## src/rtl/adc_sample_averager.sv

```systemverilog
// Averages windows of 2**LOG2_N thermometer-validated ADC codes and holds the result
// until a consumer accepts it. Invalid codes are counted, and dropped results set a sticky flag.
module adc_sample_averager #(
  parameter int LOG2_N = 2
) (
  input  logic              clk,
  input  logic              rst,
  input  logic              enable,
  input  logic              sample_en,
  input  logic [3:0]        thermo_in,
  input  logic [1:0]        code_in,
  output logic              out_valid,
  input  logic              out_ready,
  output logic [1:0]        avg_out,
  output logic [LOG2_N+1:0] sum_out,
  output logic [3:0]        err_count,
  output logic              overrun
);

  localparam int unsigned SW = LOG2_N + 2;

  localparam logic [0:0] IDLE  = 1'b0;
  localparam logic [0:0] ACCUM = 1'b1;

  logic [0:0]        state_q, state_d;
  logic [SW-1:0]     acc_q, acc_d;
  logic [LOG2_N-1:0] cnt_q, cnt_d;
  logic              valid_q, valid_d;
  logic [SW-1:0]     sum_q, sum_d;
  logic [3:0]        err_q, err_d;
  logic              ovr_q, ovr_d;

  logic              thermo_ok;
  logic              active;
  logic              accept;
  logic              reject;
  logic              complete;
  logic [SW-1:0]     win_sum;

  always_comb begin
    thermo_ok = thermo_in inside {4'b0001, 4'b0011, 4'b0111, 4'b1111};
    active    = (state_q == ACCUM) && enable;
    accept    = active && sample_en && thermo_ok;
    reject    = active && sample_en && !thermo_ok;
    complete  = accept && (cnt_q == '1);
    win_sum   = acc_q + SW'(code_in);

    state_d = enable ? ACCUM : IDLE;
    acc_d   = acc_q;
    cnt_d   = cnt_q;
    valid_d = valid_q;
    sum_d   = sum_q;
    err_d   = err_q;
    ovr_d   = ovr_q;

    // Leaving ACCUM (or sitting in IDLE) discards any partial window.
    if (!active) begin
      acc_d = '0;
      cnt_d = '0;
    end else if (accept) begin
      cnt_d = cnt_q + LOG2_N'(1);
      acc_d = complete ? '0 : win_sum;
    end

    if (reject && (err_q != 4'hF)) begin
      err_d = err_q + 4'd1;
    end

    // A completed window only replaces the result when the slot is free or being drained.
    if (complete && (!valid_q || out_ready)) begin
      sum_d   = win_sum;
      valid_d = 1'b1;
    end else if (complete) begin
      ovr_d = 1'b1;
    end else if (valid_q && out_ready) begin
      valid_d = 1'b0;
    end
  end

  always_ff @(posedge clk) begin
    if (rst) begin
      state_q <= IDLE;
      acc_q   <= '0;
      cnt_q   <= '0;
      valid_q <= 1'b0;
      sum_q   <= '0;
      err_q   <= '0;
      ovr_q   <= 1'b0;
    end else begin
      state_q <= state_d;
      acc_q   <= acc_d;
      cnt_q   <= cnt_d;
      valid_q <= valid_d;
      sum_q   <= sum_d;
      err_q   <= err_d;
      ovr_q   <= ovr_d;
    end
  end

  assign out_valid = valid_q;
  assign sum_out   = sum_q;
  assign avg_out   = sum_q[LOG2_N +: 2];
  assign err_count = err_q;
  assign overrun   = ovr_q;

endmodule

```

## config.mk

```make
export PLATFORM = sky130hd
export DESIGN_NAME = adc_sample_averager
export DESIGN_NICKNAME = d
export VERILOG_FILES = /design/src/rtl/adc_sample_averager.sv
export SDC_FILE = /design/constraint.sdc
export NUM_CORES = 1
export LEC_CHECK = 0
export ABC_AREA = 1
export CORE_MARGIN = 3
export CORE_UTILIZATION = 35
export CTS_BUF_LIST = sky130_fd_sc_hd__clkbuf_4
export DETAILED_ROUTE_END_ITERATION = 10
export HOLD_SLACK_MARGIN = 0.03
export PLACE_DENSITY = 0.63
export SYNTH_ARGS = -nofsm -noshare
export SYNTH_HDL_FRONTEND = slang
export SYNTH_SLANG_ARGS = --single-unit
```

## constraint.sdc

```tcl
create_clock -name clk -period 2 [get_ports clk]
set_input_delay 0.2 -clock clk [delete_from_list [all_inputs] [get_ports clk]]
set_output_delay 0.2 -clock clk [all_outputs]
set_load 0.01 [all_outputs]
```

# Yosys cells after proc, flatten, opt, wreduce, memory -nomap -nowiden
# Cells that the tools add are included.
[op_classes]
bitwise_logic = 2
n_addsub = 3
n_mux = 5
reduce_logical = 16
eq_ne = 7
[op_table]
columns = ["operator", "n"]
rows = [
  ["$logic_and 1x1->1", 8],
  ["$add 4x1->4 const B", 1],
  ["$add 4x2->4", 1],
  ["$eq 4x1->1 const B", 1],
  ["$eq 4x2->1 const B", 1],
  ["$eq 4x3->1 const B", 1],
  ["$eq 4x4->1 const B", 1],
  ["$mux 1", 4],
  ["$mux 4", 1],
  ["$ne 4x4->1 const B", 1],
  ["$reduce_and 2->1", 2],
  ["$reduce_bool 4->1", 1],
  ["$add 2x1->2 const B", 1],
  ["$eq 2x2->1 const B", 1],
  ["$logic_not 1->1", 2],
  ["$ne 2x1->1 const B", 1],
  ["$not 1->1", 2],
  ["$reduce_bool 2->1", 1],
  ["$reduce_or 2->1", 1],
  ["$logic_or 1x1->1", 1],
]
[totals]
wordCells = 40
register_bits = 17
inputBits = 11

# Longest topological paths before layout
# Gate-level depths: netlist of run 1.
[logic_depth]
word_depth = 7
ltp_mapped = 8

# Least setup slack after synthesis of run 1
# No wires, ideal clock.
[synth_timing]
kind = "reg2reg"
from = "register acc_q[0]"
to = "register sum_q[2], in the netlist sum_out[2]"
setup_slack_ps = 670
period_less_slack_ps = 1330
n_path_buf = 0
t_required_ps = 1890
t_arrival_ps = 1220
stages_incl_launch_ff = 8
path_cell_list = "dfxtp_1 ha_1 inv_1 fa_1 xor2_1 nand4_1 nand2_1 nor2_1"
[synth_via]
elab_chain_len = 1
[synth_rtl]
columns = ["item", "line", "source"]
rows = [
  ["from (decl)", "26", "logic [SW-1:0] acc_q, acc_d;"],
  ["from (signal assigned)", "83", "acc_q <= '0;"],
  ["from (signal assigned)", "91", "acc_q <= acc_d;"],
  ["$add 4x2->4", "46", "win_sum = acc_q + SW'(code_in);"],
  ["to (signal assigned)", "94", "sum_q <= sum_d;"],
  ["to (decl)", "29", "logic [SW-1:0] sum_q, sum_d;"],
]
# No other way between the ends.
# A chain may end at the register's enable or synchronous reset.

# Worst setup path after layout of run 1
[layout_timing]
from = "input code_in[0]"
to = "register sum_q[2], in the netlist sum_out[2]"
[layout_via]
elab_chain_len = 1
[layout_rtl]
columns = ["item", "line", "source"]
rows = [
  ["from (decl)", "11", "input logic [1:0] code_in,"],
  ["$add 4x2->4", "46", ""],
]
# No other way between the ends.

==> results of run 1 <==
layout make-up:
| class | instances | area (sq um) | area share [%] |
|---|---|---|---|
| well taps | 28 | 35.0 | 3.03 |
| inverters | 23 | 86.3 | 7.48 |
| clock buffers | 4 | 30.0 | 2.60 |
| multi-input cells | 78 | 443 | 38.4 |
| flip-flops and latches | 17 | 340 | 29.5 |
| repair buffers | 22 | 220 | 19.1 |
placed cells by master (no fill, tap or decap):
master           instances
o21ai_0                  5
nand3_1                  3
dfxtp_1                 17
o21ai_1                  2
nand4_1                  1
nor2_1                  18
clkdlybuf4s50_1         22
nand2_2                  1
inv_1                   23
nor3_1                   2
nor2_2                   1
clkbuf_4                 4
ha_1                     4
nand4_4                  1
xor2_1                   2
a21oi_1                  8
xnor2_1                  1
nand2_1                 22
or2_2                    1
nor2_4                   2
nand3_2                  2
nand3b_1                 1
fa_1                     1
report_power, final:
part	internal [uW]	leakage (uW)	switching [uW]
clock network	91.3	0.0000184	104
logic	27.5	0.000344	25.5
registers	341	0.000137	2.02
path summary, 6_finish.rpt:
check / from / to / slack, ns
worst min-delay path: overrun / overrun / 0.47
worst min register to register: overrun / overrun / 0.47
worst max register to register: acc_q[0] / sum_out[2] / 0.59
worst max-delay path: code_in[0] / sum_out[2] / 0.56
layer usage:
| metal | vias to the layer above | global-route usage, % |
|---|---|---|
| met1 | 329 | 13.4 |
| met4 | 0 | 5.42 |
| met3 | 4 | 5.06 |
| li1 | 417 | - |
| met5 | - | 0 |
| met2 | 21 | 23.9 |
critical path: cells and delay by family:
family / cells / cell delay (ns)
fa+ha+maj: 2 / 0.53
buf+inv: 2 / 0.51
xor+xnor: 1 / 0.18
simple gates: 3 / 0.22
metrics by stage:
step,std cells,utilization (%),hold slack (ns),setup slack [ns],instance area [sq um]
CTS,172,50.3,0.474,0.546,1150
detailed placement,168,49.0,0.459,0.241,1120
floorplan,120,-,0.269,0.670,885
global placement,168,49.0,0.449,0.252,1120
global route,172,50.3,0.503,0.431,1150
finish,172,50.3,0.467,0.558,1150
state kept, by name, indices dropped and copies added (netlist names):
signal / flops
state_q: 1
out_valid: 1
sum_out: 4
err_count: 4
acc_q: 4
cnt_q: 2
overrun: 1
logic make-up after synthesis:
group	synth area share, %
and+or+nand+nor	30.7
buffers and inverters	11.5
DFF	38.5
AOI/OAI and AO/OA	8.49
adders and majority gates	7.92
xor gates and xnor gates	2.97
==> qor.yml, run 1 <==
routing:
  vias: 771
  drt-met1-wl_um: 752
  drt_first_pass_iters: 4
  wl_met3_um: 121
  drt_iter0_drc: 9
  vias_per_cell: 4.48
  routed_wl_mm: 1.74
  route.top_layer_used: "met4"
  wire_per_inst_um: 10.1
  drc: 0
  wl_met2_um: 831
  ant_nets: 0
synth:
  ys_types: 22
  yosys-top-cells-area: "dfxtp_1 38%, inv_1 9.8%, nand2_1 9.3%"
  yosysSeqAreaShare_pct: 38.5
  synth.most_common_cell: "inv_1"
  syn-cell-area_sq_um: 885
  synth_fp_nets: 136
  async_flop_share_pct: 0
  ys_ff_latch: 17
  syn-mean-instance-area_sq_um: 7.37
  yosys.area.top_type: "dfxtp_1"
  synth_ff_type: "dfxtp_1"
  synth_edf_count: 0
  syn_inst: 120
  synth_top_area_share_pct: 38.5
  synth_common_cells: "23 x inv_1, 22 x nand2_1, 18 x nor2_1, 17 x dfxtp_1, 8 x a21oi_1"
  ys_warn_count: 0
clock_network:
  cts_buffer_depth: 2
  postCtsHoldBufs: 0
  cts-root-buf: "clkbuf_4"
  clk_pin_slew_ns: 0.09
  htree_levels: 1
  cts_tree: "done"
  clk-insertion-delay-late_ns: 0.29
  postCtsSetupBuffers: 0
  ctsResizeCount: 0
  cts_buffers: 3
  cts_num_sinks: 17
global_routing:
  antenna_found_initial: 0
  grt_pass1_vias: 811
  gr-total-overflow: 0
  grt_pass1_wl_mm: 3.33
  groute.usage.overall_pct: 13.2
  grt_max_degree: 10
floorplan:
  start_util_pct: 38.5
  io_pins: 23
  num_rows: 17
  coreArea_sq_mm: 0.00230
  dieArea_sq_mm: 0.00317
  die_h_um: 56.3
  die_w_um: 56.3
worst_setup_path:
  crit_path_start_kind: "input port"
  r2r_cells: 7
  worstPathRequired_ns: 2.20
  crit_path_end_kind: "register"
  worst-setup-path-type: "input port to register"
  slowest_delay_ns: 0.46
  path_cells: "clkdlybuf4s50_1 > ha_1 > inv_1 > fa_1 > xor2_1 > nand4_1 > nand2_1 > nor2_1"
  cp_slowest_cell: "clkdlybuf4s50_1"
  worstPathMaxFanout: 2
  critPathArrivalTime_ns: 1.64
timing:
  clock_skew_ns: 0.00143
  setup_viol: 0
  min_period_ns: 1.44
  fin_crit_sh_pct: 72.1
  rsz0062_at_grt: "no"
  max_slew_margin_pct: 83.0
  finalSetupTns_ns: 0
  final_max_slew_viol_count: 0
  max_freq_mhz: 694
  hold_viol_final: 0
  worst_pin_slew_ns: 0.254
outcome:
  status: "finished, final reports clean"
finish:
  fin_nets: 161
  antennaDiodeCount: 0
  areaGrowthSynthToFinish_pct: 30.6
  drive_above_1_share_pct: 8.33
  nFillCells: 231
pwr:
  p_per_area_mw_per_mm2: 512
  ir_worst_vdd_mv: 0.474
  p_leak_uw: 0.000500
  p_total_uw: 591
placement:
  io_buffers: 22
  place_congestion: 0.766
  dp_hpwl_mm: 1.40
worst_hold_path:
  hold_path_depth: 2
  min_path_type: "register to register"
flow_run:
  maxCapViolCount: 0
No activity file was read; power rests on OpenSTA's default activity.
==> run 2: changes to the inputs <==
clock period = 1.4 ns   (was 2 ns; I/O delays follow)
==> run 2 against run 1 <==
Compared with the run above: core utilization rose by 2.3 points; hold slack got worse by 0.0024 ns; setup slack got worse by 0.52 ns; clock skew rose by 0.00098 ns.
==> qor.yml, run 2 (synthesis gave the netlist of run 1 again) <==
finish:
  areaGrowthSynthToFinish_pct: 36.6
  fin_nets: 163
  mostFrequentLayoutCells: "22 x nand2_1, 21 x inv_1, 21 x clkdlybuf4s50_1, 17 x nor2_1, 13 x dfxtp_1"
  antennaDiodeCount: 0
  final_common_cell: "nand2_1"
  final_area_sq_mm: 0.00121
  drive_above_1_share_pct: 17.8
placement:
  io_buffers: 22
  place_congestion: 0.793
  place_area_sq_mm: 0.00114
  dp_hpwl_mm: 1.44
global_routing:
  groute.usage.overall_pct: 12.9
  antenna_found_initial: 0
  gr-total-overflow: 0
  grt_pass1_wl_mm: 3.27
  grt_max_degree: 11
  grt_pass1_vias: 798
clock_network:
  postCtsSetupBuffers: 0
  cts_num_sinks: 17
  clk-insertion-delay-late_ns: 0.29
  cts-root-buf: "clkbuf_4"
  cts_buffer_depth: 2
  cts_buffers: 3
  htree_levels: 1
  clk_pin_slew_ns: 0.10
  postCtsHoldBufs: 0
  cts_tree: "done"
routing:
  routed_wl_mm: 1.86
  drc: 0
  drt_first_pass_iters: 4
  vias_per_cell: 4.57
  vias: 795
  drt_iter0_drc: 4
  wire_per_inst_um: 10.7
  ant_nets: 0
floorplan:
  io_pins: 23
  coreArea_sq_mm: 0.00230
  die_h_um: 56.3
  dieArea_sq_mm: 0.00317
  die_w_um: 56.3
  start_util_pct: 38.5
  num_rows: 17
timing:
  setup_viol: 0
  holdWs_ns: 0.465
  max_slew_margin_pct: 81.5
  worst_pin_slew_ns: 0.276
  max_freq_mhz: 736
  rsz0062_at_grt: "yes"
  min_period_ns: 1.36
  clock_skew_ns: 0.00241
  fin_crit_sh_pct: 97.1
  hold_viol_final: 0
  final_max_slew_viol_count: 0
pwr:
  ir_worst_vdd_mv: 0.416
  p_per_area_mw_per_mm2: 697
  p_total_uw: 842
  p_leak_uw: 0.000525
worst_setup_path:
  worst-setup-path-type: "register to register"
  crit_path_start_kind: "register"
  worstPathRequired_ns: 1.64
  crit_path_end_kind: "register"
  critPathArrivalTime_ns: 1.60
  worstPathMaxFanout: 2
flow_run:
  maxCapViolCount: 0
outcome:
  status: "finished, final reports clean"
worst_hold_path:
  min_path_type: "register to register"
-- run 2: cell types whose count changed in the layout (fill, tap and decap cells not counted), sizes merged --
cell           previous run  this run
buf                       0         2
clkbuf                    4         3
clkdlybuf4s50            22        21
clkinv                    0         1
dlymetal6s2s              0         1
-- run 2: area by class of cell --
| cell class | count | area, sq um |
|---|---|---|
| inverter | 23 | 86.3 |
| sequential | 17 | 345 |
| timing repair buffer | 24 | 238 |
| multi-input combinational | 78 | 477 |
| clock buffer | 3 | 22.5 |
| tap | 28 | 35.0 |
| clock inverter | 1 | 5.00 |
| fill | 238 | 1090 |
-- run 2: worst paths after layout --
kind / from / end / slack, ns / cells after the start
max: acc_q[0] / acc_q[2] / 0.04 / 7
min: overrun / overrun / 0.46 / 2
max reg2reg: acc_q[0] / acc_q[2] / 0.04 / 7
min reg2reg: overrun / overrun / 0.46 / 2
-- run 2: critical path: stages, from the launching register on --
cell     delay [ns]
dfxtp_2        0.36
ha_4           0.14
inv_2          0.04
fa_2           0.37
xor2_2         0.16
nor2_1         0.11
nor2_1         0.05
nor2_1         0.08
-- run 2: power by group --
group          switching, uW  internal [uW]
clock network            162            106
logic                   39.4           44.3
registers               2.85            487
-- run 2: metal layers --
layer	up-vias	global-route usage (%)	wire length, um
met1	356	14.5	826
met3	4	2.76	80
met4	0	7.12	26
met2	16	22.5	929
met5	-	0	0
li1	419	-	-
-- run 2: timing repair --
| action | CTS | global route |
|---|---|---|
| endpoints found under the setup margin | 3 | 9 |
| pin swaps | 1 | 7 |
| gates resized for setup | 6 | 8 |
-- run 2: metrics by stage --
step | util (%) | setup WS [ns] | cells | setup TNS [ns]
finish | 52.6 | 0.0413 | 174 | 0
global route | 52.6 | -0.0615 | 174 | -0.151
CTS | 51.5 | 0.0117 | 174 | 0
detailed placement | 49.6 | -0.321 | 170 | -1.54
global placement | 49.6 | -0.288 | 170 | -1.29
floorplan | - | 0.0697 | 120 | 0
==> variant, RTL diff (flow settings as in run 2) <==
Take the reset off `sum_q` and load it in a clocked block of its own.
--- a/src/rtl/adc_sample_averager.sv
+++ b/src/rtl/adc_sample_averager.sv
@@ -83,7 +83,6 @@
       acc_q   <= '0;
       cnt_q   <= '0;
       valid_q <= 1'b0;
-      sum_q   <= '0;
       err_q   <= '0;
       ovr_q   <= 1'b0;
     end else begin
@@ -91,10 +90,13 @@
       acc_q   <= acc_d;
       cnt_q   <= cnt_d;
       valid_q <= valid_d;
-      sum_q   <= sum_d;
       err_q   <= err_d;
       ovr_q   <= ovr_d;
     end
+  end
+
+  always_ff @(posedge clk) begin
+    sum_q <= sum_d;
   end
 
   assign out_valid = valid_q;
Function: differs if rst is asserted again (counterexample within 10 cycles, from zero or initial values and one cycle with rst high); with rst held inactive, the same outputs for 10 cycles.
==> variant against run 2 <==
Synthesized area down 5.8%. Setup slack better by 0.029 ns. Routed wire length down 14%. Final area down 1.3%. Count of clock-buffer cells in the layout unchanged. Die area down 5.2%. Critical path depth down 1. Power up 0.62%. Sequential cell count unchanged. First-iteration DRC count up 50%. Critical path type unchanged. Critical endpoint unchanged.
==> variant: results (changes against run 2) <==
Vias in the first global route: 569 (-29%)
EDFF count, synth: 4 (+4)
Filler instances: 205 (-14%)
Layout net count: 147 (-9.8%)
GRT Total Usage: 11.1% (-1.8 points)
DP HPWL: 1230 um (-14%)
Final Skew: 0.00251 ns (+0.000106 ns)
Slew HR: 82.5% (+0.98 points)
RePlAce Congestion: 0.775 (-2.2%)
Post-synth top cells: 21 x nand2_1, 17 x inv_1, 13 x dfxtp_1
Largest cells by area after synthesis: dfxtp_1 31%, edfxtp_1 14%, nand2_1 9.5%, inv_1 7.7%, a21oi_1 7.2%
Switching power: 197 uW (-3.5%)
Synth cell types: 19 (-14%)
Initial DRC Count: 6 (+2)
Post-synthesis compound-gate area fraction: 8.26% (-0.23 points)
Max VDD drop: 398 uV (-4.4%)
Vias: 724 (-8.9%)
Arrival time at the worst endpoint: 1.56 ns (-0.04 ns)
WL final: 1610 um (-14%)
Post-Synth XOR/XNOR Area: 3.15% (+0.18 points)
Static Leakage: 0.000533 uW (+1.5%)
Worst-path fanout max: 2 (unchanged)
Status: completed
Share of cells above drive strength 1: 16.9% (-0.89 points)
Min-delay worst type: primary input to flop
Seq/Total Area, Yosys: 45.6% (+7.2 points)
First-pass GRT wire length: 2370 um (-27%)
[variant: cell count changes after synthesis, sizes merged]
| cell | before | now |
|---|---|---|
| nand4 | 2 | 1 |
| inv | 23 | 17 |
| o21ai | 7 | 0 |
| nand2 | 23 | 22 |
| nand3 | 5 | 14 |
| edfxtp | 0 | 4 |
| or2 | 1 | 0 |
| nor2 | 21 | 4 |
| a21oi | 8 | 13 |
| dfxtp | 17 | 13 |
| nor3 | 2 | 0 |
[variant: logic make-up (layout without fill, tap and decap cells)]
family	Yosys count	in the layout
compound gates	13	13
flops	17	17
simple gates	42	42
xor+xnor	3	3
buf+inv	19	50
fa+ha+maj	5	5
[variant: layout make-up]
type / count / share of cell area, %
timing repair buffer: 29 / 23.9
clock buffer: 3 / 1.89
multi-input combinational: 63 / 33.3
clock inverter: 1 / 0.420
inverter: 17 / 5.35
tap: 28 / 2.94
sequential: 17 / 32.2
[variant: path summary, 6_finish.rpt]
kind	startpoint	endpoint	slack [ns]	cells after the start
min	code_in[0]	sum_out[0]	0.25	2
max reg2reg	acc_q[0]	acc_q[2]	0.07	6
min reg2reg	overrun	overrun	0.46	2
max	acc_q[0]	acc_q[2]	0.07	6
[variant: repair_timing]
| action | in CTS | in global routing |
|---|---|---|
| setup endpoints to repair | 2 | 6 |
| gates resized for setup | 2 | 10 |
| pin swaps | 0 | 2 |
| buffers inserted | 0 | 0 |
[variant: routing by layer]
layer / routed length (um) / vias up / track usage, %
met5: 0 / - / 0
met4: 19 / 0 / 6.22
met3: 66 / 2 / 1.63
met2: 721 / 18 / 16.7
met1: 799 / 322 / 14.9
li1: - / 382 / -
[variant: metrics by stage]
stage               cells  setup slack, ns  cell area (sq um)  util (%)
global placement      154           -0.249               1130      50.4
finish                158           0.0700               1190      53.4
CTS                   158          0.00447               1160      51.8
global route          158          -0.0164               1190      53.4
floorplan              99           0.0826                833         -
detailed placement    154           -0.271               1130      50.4
[variant: power groups by stage]
stage	combinational, uW	sequential (uW)	clock (uW)
CTS	71.9	505	281
global placement	70.7	516	0
floorplan	24.3	516	0
global route	80.3	506	293
finish	73.2	505	269
detailed placement	71.7	516	0
[variant: worst max-delay path, stage by stage, from the launching register on]
cell,delay [ns]
dfxtp_2,0.36
ha_4,0.13
inv_1,0.04
fa_2,0.35
xnor2_2,0.17
nand3_1,0.09
a21oi_1,0.13
